### src/rtl/mcycle_sequencer.sv
`default_nettype none
// +-----------------------------------------------------------------------------+
// | Module      : mcycle_sequencer                                              |
// | Description : 8080 machine-cycle sequencer (opcode fetch, memory read,      |
// |               memory write). Walks T1..T5 with READY wait states and        |
// |               decodes latch, register-mux, PC-increment and bus strobes.    |
// | Revision    : 1.0 - initial release                                         |
// +-----------------------------------------------------------------------------+
module mcycle_sequencer #(
  parameter int FETCH_TSTATES = 4,
  parameter int MAX_WAIT      = 15
) (
  input  logic       clk50M_i,
  input  logic       rst_ni,
  input  logic       start_i,
  input  logic [1:0] cyc_type_i,
  input  logic [2:0] addr_sel_i,
  input  logic [3:0] dst_sel_i,
  input  logic       ready_i,
  output logic       busy_o,
  output logic       done_o,
  output logic       err_o,
  output logic [2:0] reg16_sel_o,
  output logic       latch_wr_o,
  output logic       latch_rd_o,
  output logic [3:0] reg8_sel_o,
  output logic       reg_read_o,
  output logic       reg_write_o,
  output logic       ir_load_o,
  output logic       pc_inc_o,
  output logic       sync_o,
  output logic       dbin_o,
  output logic       wr_n_o,
  output logic       wait_o
);

  localparam logic [2:0] c_S_IDLE = 3'd0;
  localparam logic [2:0] c_S_T1   = 3'd1;
  localparam logic [2:0] c_S_T2   = 3'd2;
  localparam logic [2:0] c_S_TW   = 3'd3;
  localparam logic [2:0] c_S_T3   = 3'd4;
  localparam logic [2:0] c_S_T4   = 3'd5;
  localparam logic [2:0] c_S_T5   = 3'd6;

  localparam logic [1:0] c_CYC_FETCH  = 2'b00;
  localparam logic [1:0] c_CYC_MEM_RD = 2'b01;
  localparam logic [1:0] c_CYC_MEM_WR = 2'b10;
  localparam logic [2:0] c_ADDR_PC    = 3'd4;

  // A zero MAX_WAIT still needs a one-bit counter so the vector is legal.
  localparam int                  c_WAIT_W    = (MAX_WAIT > 0) ? $clog2(MAX_WAIT + 1) : 1;
  localparam logic [c_WAIT_W-1:0] c_WAIT_LAST = (MAX_WAIT > 0) ? c_WAIT_W'(MAX_WAIT - 1) : '0;

  logic [2:0]          r_state;
  logic [2:0]          w_state_nxt;
  logic [1:0]          r_type;
  logic [2:0]          r_addr;
  logic [3:0]          r_dst;
  logic                r_err;
  logic                w_err_nxt;
  logic [c_WAIT_W-1:0] r_wait_cnt;
  logic                w_legal;
  logic                w_final;
  logic                w_sample;
  logic                w_accept;
  logic                w_timeout;
  logic                w_bus;

  assign w_legal   = (cyc_type_i != 2'b11) && (addr_sel_i <= c_ADDR_PC);
  assign w_final   = ((r_state == c_S_T3) && (r_type != c_CYC_FETCH)) ||
                     ((r_state == c_S_T4) && (FETCH_TSTATES < 5)) ||
                     (r_state == c_S_T5);
  assign w_sample  = (r_state == c_S_IDLE) || w_final;
  assign w_accept  = w_sample && start_i && w_legal;
  // The last permitted TW cycle is the one where the counter already holds MAX_WAIT-1.
  assign w_timeout = (MAX_WAIT != 0) && (r_state == c_S_TW) && (r_wait_cnt == c_WAIT_LAST);
  assign w_bus     = (r_state == c_S_T2) || (r_state == c_S_TW) || (r_state == c_S_T3);

  // Next-state and error-pulse decision.
  always_comb begin
    w_state_nxt = r_state;
    w_err_nxt   = 1'b0;
    if (w_sample) begin
      w_state_nxt = c_S_IDLE;
      if (start_i) begin
        if (w_legal) w_state_nxt = c_S_T1;
        else         w_err_nxt   = 1'b1;
      end
    end else begin
      case (r_state)
        c_S_T1:  w_state_nxt = c_S_T2;
        c_S_T2:  w_state_nxt = ready_i ? c_S_T3 : c_S_TW;
        c_S_TW: begin
          if (ready_i) begin
            w_state_nxt = c_S_T3;
          end else if (w_timeout) begin
            w_state_nxt = c_S_IDLE;
            w_err_nxt   = 1'b1;
          end
        end
        c_S_T3:  w_state_nxt = c_S_T4;
        c_S_T4:  w_state_nxt = c_S_T5;
        default: w_state_nxt = c_S_IDLE;
      endcase
    end
  end

  // State, error pulse and request fields; fields load only on an accepted
  // request so the address select held in IDLE is always a legal source.
  always_ff @(posedge clk50M_i or negedge rst_ni) begin
    if (!rst_ni) begin
      r_state <= c_S_IDLE;
      r_err   <= 1'b0;
      r_type  <= c_CYC_FETCH;
      r_addr  <= c_ADDR_PC;
      r_dst   <= 4'b0000;
    end else begin
      r_state <= w_state_nxt;
      r_err   <= w_err_nxt;
      if (w_accept) begin
        r_type <= cyc_type_i;
        r_addr <= addr_sel_i;
        r_dst  <= dst_sel_i;
      end
    end
  end

  // Wait-state counter: cleared in T1, counts TW cycles, saturates.
  always_ff @(posedge clk50M_i or negedge rst_ni) begin
    if (!rst_ni) begin
      r_wait_cnt <= '0;
    end else if (r_state == c_S_T1) begin
      r_wait_cnt <= '0;
    end else if ((r_state == c_S_TW) && (r_wait_cnt != '1)) begin
      r_wait_cnt <= r_wait_cnt + 1'b1;
    end
  end

  assign reg16_sel_o = r_addr;
  assign err_o       = r_err;

  // Strobe decode from the registered state and captured fields.
  always_comb begin
    busy_o      = (r_state != c_S_IDLE);
    done_o      = w_final;
    latch_wr_o  = (r_state == c_S_T1);
    sync_o      = (r_state == c_S_T1);
    latch_rd_o  = w_bus;
    wait_o      = (r_state == c_S_TW);
    pc_inc_o    = (r_state == c_S_T2) && (r_addr == c_ADDR_PC) && (r_type != c_CYC_MEM_WR);
    dbin_o      = w_bus && (r_type != c_CYC_MEM_WR);
    reg_read_o  = w_bus && (r_type == c_CYC_MEM_WR);
    wr_n_o      = !((r_state == c_S_T3) && (r_type == c_CYC_MEM_WR));
    reg_write_o = (r_state == c_S_T3) && (r_type == c_CYC_MEM_RD);
    ir_load_o   = (r_state == c_S_T3) && (r_type == c_CYC_FETCH);
    reg8_sel_o  = 4'b0000;
    if (reg_read_o || reg_write_o) reg8_sel_o = r_dst;
  end

endmodule
`default_nettype wire

### config.mk
export PLATFORM = sky130hd
export DESIGN_NAME = mcycle_sequencer
export DESIGN_NICKNAME = d
export VERILOG_FILES = /design/src/rtl/mcycle_sequencer.sv
export SDC_FILE = /design/constraint.sdc
export NUM_CORES = 1
export LEC_CHECK = 0
export CORE_ASPECT_RATIO = 0.75
export CORE_MARGIN = 2
export CORE_UTILIZATION = 33
export DETAILED_ROUTE_END_ITERATION = 7
export PLACE_DENSITY = 0.68
export SKIP_CTS_REPAIR_TIMING = 1
export SLEW_MARGIN = 20
export SYNTH_ARGS = -nofsm -noshare
export SYNTH_HDL_FRONTEND = slang
export SYNTH_SLANG_ARGS = --single-unit
### constraint.sdc
create_clock -name clk50M_i -period 1.85 [get_ports clk50M_i]
set_input_delay 0.185 -clock clk50M_i [delete_from_list [all_inputs] [get_ports clk50M_i]]
set_output_delay 0.185 -clock clk50M_i [all_outputs]
set_load 0.005 [all_outputs]
==> results.cfg, run 1 <==
[critical_path]
cp.required_ns = 1.66
reg2reg_to = r_dst[3]
crit_path_end_kind = output pin
reg2reg_from = r_state[0]
crit_fanout = 2
cp.arrival_ns = 1.64
cp-startpoint = reg16_sel_o[2]
r2r_cells = 8
rrSetupSlack_ns = 0.08
critPathCapture = pc_inc_o
worstSetupPathType = reg -> out
cp-start-kind = flop

[power_and_ir_drop]
p_int_mw = 1.16
clockPowerShare_pct = 16.5
power_density_nw_per_um2 = 1040
combPwrFrac_pct = 47.4
ir_drop_v = 0.000584
pwr-share-seq_pct = 36.1
p_leak_nw = 0.953
p_sw_share_pct = 31.1
switchingPower_mw = 0.523

[route]
avgViaCountPerCell = 4.99
totalWireLength_um = 2590
postRouteAntennaNets = 0
num_vias = 929
avgRoutedWirePerCell_um = 13.9
drt_first_pass_iters = 4
drt-initial-drc-count = 31
drc = 0

[global_route]
antenna_found_initial = 0
grtUsageTotal_pct = 15.2
grt_pass1_vias = 872
grt_max_degree = 11
grt_pass1_wl_um = 3970
overflow = 0

[logic_synthesis]
async_flop_share_pct = 100
synth_top_family_by_area = simple AND/OR/NAND/NOR gates
seq_area_frac_synth_pct = 41.0
mappedNetlistArea_um2 = 1040
synthAdderAreaFrac_pct = 4.81
synth.avg_cell_area_um2 = 10.4
yosys.area_share.simple_pct = 20.1
synth_cells = 100
synth-compound-area-share_pct = 10.5
synthXorXnorAreaFrac_pct = 3.37
synth_seq_cells = 17
synth_edf_count = 0
synthMuxAreaShare_pct = 14.0
ys.flop_type = dfrtp_1
yosysUniqueCellTypes = 40
syn_nets = 117
ys_warn_count = 0

[sta]
min_period_ns = 1.83
tightestPinTransition_ns = 0.421
slew_headroom_pct = 71.8
hold_violations = 0
final_max_slew_viol_count = 0
worst_slack_ns = 0.0208
fin_tns_setup_ns = 0
finClkSkew_ns = 0.00369
max_freq_ghz = 0.547
min_period_over_period_pct = 98.9
finalSetupViolations = 0
rsz0062_at_grt = yes

[flow_run]
max_cap_viol_count = 0

[outcome]
status = complete, no violations

[floorplanning]
ioPinCount = 33
fp.dieArea_um2 = 3620
die_h_um = 52.6
die_w_um = 68.8
rows = 17
core_um2 = 2980
start_util_pct = 34.9

[cts]
cts_buffer_depth = 2
clk_pin_slew_ns = 0.06
cts_tree = built
clk_latency_ns = 0.25
cts_buffers = 3
root_buffer = clkbuf_8
htreeDepth = 1
clock_sinks = 17

[layout]
n_fill_cell = 257
antenna_cells = 0
area_growth_pct = 55.6
final_common_cell = clkdlybuf4s50_1
multi_input_area_um2 = 563
layout_common_cells = clkdlybuf4s50_1, dfrtp_1, dlymetal6s2s_1, buf_4
drive_above_1_share_pct = 28.4
layout.nets = 166
seq_area_um2 = 428

[place]
hpwlAfterDp_um = 1910
gp_congestion = 0.878
io_buffers = 32
dp_slack_ns = -0.142

[min_path]
hold_class = in -> async
power groups by stage:
stage	clock network [mW]	registers (mW)	logic (mW)
finish	0.277	0.607	0.798
global route	0.307	0.622	0.867
CTS	0.285	0.601	0.782
detailed placement	0	0.608	0.772
global placement	0	0.597	0.755
floorplan	0	0.594	0.404
routing by layer:
metal  up-vias  global-route usage [%]  wire length (um)
met1       448                    20.5              1210
li1        447                       -                 -
met5         -                       0                 0
met3         6                    1.29                91
met2        28                    24.7              1240
met4         0                    6.86                42
worst min-delay path by stage:
stage,to,slack (ns),cells past startpoint
6_report,r_wait_cnt[0],0.23,1
5_1_grt,r_wait_cnt[0],0.26,1
4_1_cts,r_wait_cnt[0],0.24,1
3_5_place_dp,r_dst[1],0.49,1
3_3_place_gp,r_dst[1],0.48,1
2_1_floorplan,err_o,-0.11,0
layout make-up:
cell class	instances	share of cell area, %
Clock buffer	4	2.78
Multi-Input combinational cell	70	34.8
Timing Repair Buffer	49	31.2
Sequential cell	17	26.5
Inverter	8	1.86
Tap cell	38	2.94
per-stage QoR:
step / std cells / hold WS, ns / instance area, um^2 / utilization, % / power [mW]
after floorplan: 100 / -0.111 / 1040 / - / 0.998
after global placement: 178 / 0.483 / 1480 / 49.8 / 1.35
after detailed placement: 178 / 0.487 / 1480 / 49.8 / 1.38
after CTS: 182 / 0.242 / 1530 / 51.3 / 1.67
after global routing: 186 / 0.258 / 1620 / 54.3 / 1.80
final: 186 / 0.229 / 1620 / 54.3 / 1.68
synthesized netlist by cell type, drive strengths merged, types with 2 or more instances:
cell type  count  area share, %
o21ai          4            1.9
dfrtp         16             39
xor2           2            1.7
and3           2            1.2
nand2          5            2.0
inv            8            2.9
buf            4            3.0
nor2b          2            1.2
ha             4            4.8
xnor2          2            1.7
mux2           9             13
nor2           9            3.2
a21oi          2           0.96
nand3          5            2.4
and2           4            2.4
nor3           2           0.96
cell families after synthesis:
family	count (synthesis)
and+or+nand+nor	36
DFF	17
AOI/OAI and AO/OA	16
buffers and inverters	13
muxes	10
xor gates and xnor gates	4
adders and majority gates	4
registers in the layout (all words and copies together), names as in the netlist:
name / flops
r_state: 3
r_wait_cnt: 4
r_type: 2
reg16_sel_o: 3
r_dst: 4
err_o: 1
worst max-delay path: stages (launching register included):
cell,delay [ns]
dfstp_2,0.52
or4b_2,0.60
nor3_2,0.13
clkbuf_2,0.13
No activity file was read; power rests on OpenSTA's default activity.
==> run 2: changes to the inputs <==
- GPL_ROUTABILITY_DRIVEN: default -> 1
==> results of run 2 <==
Final layout, timing and power as in run 1 (identical DEF).
